===== src/rtl/fetch_unit_pkg.sv =====
// Shared CPU definitions: FSM state encodings and default memory depth,
// used by the fetch unit and the controller.
package fetch_unit_pkg;

  // Fetch FSM states; encodings are visible to the controller.
  typedef enum logic [1:0] {
    ST_RUN    = 2'd0,
    ST_HALTED = 2'd1,
    ST_FAULT  = 2'd2
  } cpu_state_e;

  // Default number of valid instruction words in instruction memory.
  localparam int DEFAULT_ROM_DEPTH = 10;

  // True when a word address (33 bits so PC + 1 cannot wrap) lies inside
  // the instruction memory.
  function automatic logic addr_in_rom(input logic [32:0] addr,
                                       input int          depth);
    return addr < 33'(depth);
  endfunction

endpackage


===== src/rtl/next_pc_sel.sv =====
// Combinational next-PC selection for the fetch unit.
// Priority: halt > stall > branch > sequential increment. Any redirect or
// step that would leave instruction memory holds the PC and flags it.
module next_pc_sel
  import fetch_unit_pkg::*;
#(
  parameter int ROM_DEPTH = DEFAULT_ROM_DEPTH
) (
  input  logic [31:0] pc,
  input  logic        halt_req,
  input  logic        stall,
  input  logic        branch_taken,
  input  logic [31:0] branch_target,
  output logic [31:0] next_pc,
  output logic        out_of_range
);

  logic [32:0] seq_pc;

  // Unsigned step evaluated one bit wider so the PC can never wrap to 0.
  assign seq_pc = {1'b0, pc} + 33'd1;

  // Pick the next fetch address and detect out-of-memory targets.
  always_comb begin
    next_pc      = pc;
    out_of_range = 1'b0;
    if (halt_req || stall) begin
      next_pc = pc;
    end else if (branch_taken) begin
      if (addr_in_rom({1'b0, branch_target}, ROM_DEPTH)) begin
        next_pc = branch_target;
      end else begin
        out_of_range = 1'b1;
      end
    end else begin
      if (addr_in_rom(seq_pc, ROM_DEPTH)) begin
        next_pc = seq_pc[31:0];
      end else begin
        out_of_range = 1'b1;
      end
    end
  end

endmodule


===== src/rtl/fetch_unit.sv =====
// Instruction fetch unit: PC register, RUN/HALTED/FAULT state machine and
// a saturating count of issued instructions. The address goes straight to
// instruction memory and the returned word is forwarded while running.
module fetch_unit
  import fetch_unit_pkg::*;
#(
  parameter int ROM_DEPTH = DEFAULT_ROM_DEPTH,
  parameter int CNT_W     = 16
) (
  input  logic             Clk,
  input  logic             Reset,
  input  logic             Stall,
  input  logic             BranchTaken,
  input  logic [31:0]      BranchTarget,
  input  logic             HaltReq,
  input  logic [31:0]      InsIn,
  output logic [31:0]      AddrOut,
  output logic [31:0]      InsOut,
  output logic             Valid,
  output logic             Halted,
  output logic             Fault,
  output logic [CNT_W-1:0] FetchCnt
);

  cpu_state_e       state_reg, state_next;
  logic [31:0]      pc_reg, pc_next;
  logic [CNT_W-1:0] cnt_reg, cnt_next;
  logic             halted_reg, fault_reg;

  logic [31:0]      sel_pc;
  logic             sel_out_of_range;

  next_pc_sel #(
    .ROM_DEPTH (ROM_DEPTH)
  ) u_next_pc_sel (
    .pc            (pc_reg),
    .halt_req      (HaltReq),
    .stall         (Stall),
    .branch_taken  (BranchTaken),
    .branch_target (BranchTarget),
    .next_pc       (sel_pc),
    .out_of_range  (sel_out_of_range)
  );

  // Next state, next PC and next count; HALTED and FAULT hold everything.
  always_comb begin
    state_next = state_reg;
    pc_next    = pc_reg;
    cnt_next   = cnt_reg;
    if (state_reg == ST_RUN) begin
      if (HaltReq) begin
        state_next = ST_HALTED;
      end else begin
        if (!Stall && !(&cnt_reg)) begin
          cnt_next = cnt_reg + 1'b1;
        end
        if (sel_out_of_range) begin
          state_next = ST_FAULT;
        end else begin
          pc_next = sel_pc;
        end
      end
    end
  end

  // State, PC, counter and decoded status flags; reset discards any
  // pending redirect because the next-PC path is simply not loaded.
  always_ff @(posedge Clk) begin
    if (Reset) begin
      state_reg  <= ST_RUN;
      pc_reg     <= 32'd0;
      cnt_reg    <= '0;
      halted_reg <= 1'b0;
      fault_reg  <= 1'b0;
    end else begin
      state_reg  <= state_next;
      pc_reg     <= pc_next;
      cnt_reg    <= cnt_next;
      halted_reg <= (state_next == ST_HALTED);
      fault_reg  <= (state_next == ST_FAULT);
    end
  end

  assign AddrOut  = pc_reg;
  assign Valid    = (state_reg == ST_RUN);
  assign InsOut   = Valid ? InsIn : 32'h0000_0000;
  assign Halted   = halted_reg;
  assign Fault    = fault_reg;
  assign FetchCnt = cnt_reg;

endmodule


===== config.mk =====
export PLATFORM = sky130hd
export DESIGN_NAME = fetch_unit
export DESIGN_NICKNAME = d
export VERILOG_FILES = /design/src/rtl/fetch_unit_pkg.sv /design/src/rtl/next_pc_sel.sv /design/src/rtl/fetch_unit.sv
export SDC_FILE = /design/constraint.sdc
export NUM_CORES = 1
export LEC_CHECK = 0
export CAP_MARGIN = 20
export CORE_AREA = 2 2 88 90
export CTS_CLUSTER_SIZE = 25
export DETAILED_ROUTE_END_ITERATION = 10
export DIE_AREA = 0 0 90 92
export GPL_TIMING_DRIVEN = 0
export PLACE_DENSITY = 0.81
export SYNTH_ARGS = -nofsm -noshare
export SYNTH_HDL_FRONTEND = slang
export SYNTH_SLANG_ARGS = --single-unit
export TNS_END_PERCENT = 50

===== constraint.sdc =====
create_clock -name Clk -period 3.34 [get_ports Clk]
set_input_delay 0.334 -clock Clk [delete_from_list [all_inputs] [get_ports Clk]]
set_output_delay 0.334 -clock Clk [all_outputs]
set_load 0.005 [all_outputs]

==> reports/results.txt <==
CP startpoint: AddrOut[0]$_SDFFE_PP0P_
Syn Std Cell Area: 0.00282 mm2
Finish-stage setup viols: 0
Core Rows: 32
worst rel slew slack: 38.6%
largest net degree at the start of global routing: 17
cells taking the most area after synthesis: dfxtp_1, and2_1, nor2_1, nand3_1, xnor2_1
nets: 568
Async SR Flop Fraction: 0%
Clock Tree Buf Depth: 2
CP Max Fanout: 7
total grt overflow: 0
pwr dens: 290 mW/mm2
crit path DAT: 3.31 ns
Syn Inst Count: 341
Synth warnings: 0
Required @ worst endpoint: 3.59 ns
most common cell after layout, fill and taps aside: clkdlybuf4s50_1
outcome: complete, no violations
DRT Pass-1 Iters: 4
CP startpoint kind: register
HP Class: in2reg
clock latency on the worst-skew pair: 0.30 ns
CP peak stage delay: 0.44 ns
kind of critical path: reg2reg
CP bufs+invs: 1
first-pass GRT wire length: 14000 um
setup tns final: 0 ns
initial antenna violation count: 0
Worst Tran Pin Value: 0.913 ns
via count: 3109
Post-CTS Setup Inserts: 0
Synth top area share: 37.0%
post-synth top area cell: dfxtp_1
Detailed Place HPWL: 6960 um
Worst-path clk slew: 0.09 ns
achievable frequency: 328 MHz
TritonCTS clock tree: done
Routed wire per std cell: 14.2 um
Total GRT Usage: 20.2%
final RePlAce weighted congestion: 0.870
post-route ant nets: 0
CP cell instances: ha_1 > nand4_1 > or2_0 > clkbuf_1 > or3_1 > o22ai_1 > nand4_1 > a21oi_4 > o221a_1
vias in the first global route: 3076
critical path endpoint: AddrOut[1]$_SDFFE_PP0P_
EDFF count, synth: 0
Reg2Reg Depth: 9
commonest non-fill, non-tap cells in the layout: clkdlybuf4s50_1, and2_1, dfxtp_1
Core Util, Final: 61.1%
via/cell ratio: 5.18
Fin. Hold Viols: 0
Mean Syn Cell Area: 8.26 um2
Final Skew: 0.00665 ns
final WL: 8540 um
most frequent cell on the critical path: nand4_1
CP Capture Type: register
Primary FF master, synth: dfxtp_1
H-tree depth: 2
Tmin final: 3.05 ns
Synthesized Nets: 412
CTS Hold Bufs: 0
drt first-iter violations: 116
flop2flop setup slack: 0.29 ns
part of the cycle the worst path needs: 91.3%
cts repair resizes: 0
n_diodes: 0
IO Pins: 152
P&R area growth vs syn: 61.4%
die height: 92 um
total of max-cap violations: 0
share of layout cells above drive strength 1: 4.02%
worst r2r src: AddrOut[0]$_SDFFE_PP0P_
Critical R2R Capture: AddrOut[1]$_SDFFE_PP0P_
sequential share of the synthesized area: 37.0%
die width: 90 um
CTS buffer count: 5
Worst VDD drop: 158 uV
CP top delay family: simple AND/OR/NAND/NOR gates
Num Clock Sinks: 52
Synth Register Bits: 52
Worst path depth: 9
detailed-route DRC error count: 0
Largest register FFs: 32
Crit-path slowest cell: dfxtp_1
Die Footprint: 0.00828 mm2
Starting Density: 37.8%
Port Buf Inserts: 149
Core Box Area: 0.00745 mm2
Static Leakage: 1.60 nW
count of cell types in the netlist: 49
Root Driver: clkbuf_8
unrepaired setup endpoints after global routing: false
Slew Limit Fails: 0
[cells by family (layout without fill, tap and decap cells)]
family          Yosys count  count (layout)  synth area share [%]
compound gates           51              51                  12.9
xor+xnor                 19              19                  5.91
fa+ha+maj                 2               2                 0.888
buf+inv                  23             180                  3.73
flops                    52              52                  37.0
mux                       6               6                  2.13
simple gates            188             188                  37.5
[synthesized netlist by cell type (2+ instances only)]
| library cell | instances |
|---|---|
| o31a_1 | 3 |
| nor3_1 | 16 |
| mux2i_1 | 6 |
| and4_1 | 6 |
| clkbuf_1 | 8 |
| or3_1 | 7 |
| nor2_1 | 30 |
| xnor2_1 | 10 |
| o21ai_0 | 11 |
| ha_1 | 2 |
| nand4_1 | 10 |
| and2_1 | 56 |
| o22ai_1 | 5 |
| buf_6 | 2 |
| xor2_1 | 9 |
| nor3b_1 | 2 |
| and3_1 | 4 |
| nand3_1 | 22 |
| a221oi_1 | 3 |
| nand2_1 | 16 |
| nor4_1 | 10 |
| a31oi_1 | 4 |
| a21oi_1 | 10 |
| dfxtp_1 | 52 |
| inv_1 | 12 |
| o31ai_1 | 2 |
[worst min path at each step]
stage | start | endpoint | slack (ns) | cells after the start
after floorplan | state_reg[0]$_SDFF_PP0_ | Fault$_SDFF_PP0_ | 0.47 | 1
after global placement | FetchCnt[15]$_SDFFE_PP0P_ | FetchCnt[15]$_SDFFE_PP0P_ | 0.49 | 2
after detailed placement | FetchCnt[9]$_SDFFE_PP0P_ | FetchCnt[9]$_SDFFE_PP0P_ | 0.50 | 2
after CTS | Reset | Fault$_SDFF_PP0_ | 0.50 | 2
after global routing | Reset | Fault$_SDFF_PP0_ | 0.53 | 2
final | Reset | Fault$_SDFF_PP0_ | 0.50 | 2
[per-layer routing]
metal	vias to the layer above	GRT usage, %	wire length, um
li1	1538	-	-
met1	1453	23.6	3530
met2	101	36.4	4360
met3	17	4.93	496
met4	0	6.41	155
met5	-	0	0
[through the flow]
step / hold slack, ns / cells / total power, W / setup slack [ns] / instance area [um2]
floorplan: 0.470 / 341 / 0.000726 / 0.853 / 2820
finish: 0.502 / 600 / 0.00132 / 0.289 / 4550
global route: 0.529 / 600 / 0.00138 / 0.0969 / 4550
CTS: 0.497 / 600 / 0.00133 / 0.323 / 4550
global placement: 0.486 / 592 / 0.000899 / 0.450 / 4440
detailed placement: 0.500 / 592 / 0.000904 / 0.337 / 4440
[power breakdown]
part	total, W	leakage, nW	switching [W]	internal [W]
Clock	0.000429	0.0541	0.000207	0.000222
Combinational	0.000256	1.13	0.0000849	0.000171
Sequential	0.000632	0.420	0.00000649	0.000626
Total	0.00132	1.60	0.000298	0.00102
[final cells by class]
cell class	instances	area (um2)
fill	690	2900
multi-input combinational	266	1670
timing repair buffer	149	1490
sequential	52	1040
tap	102	128
clock buffer	5	68.8
buffer	11	60.1
inverter	12	45.0
clock inverter	3	42.5
Note: power is estimated with default switching activity, not from simulation.
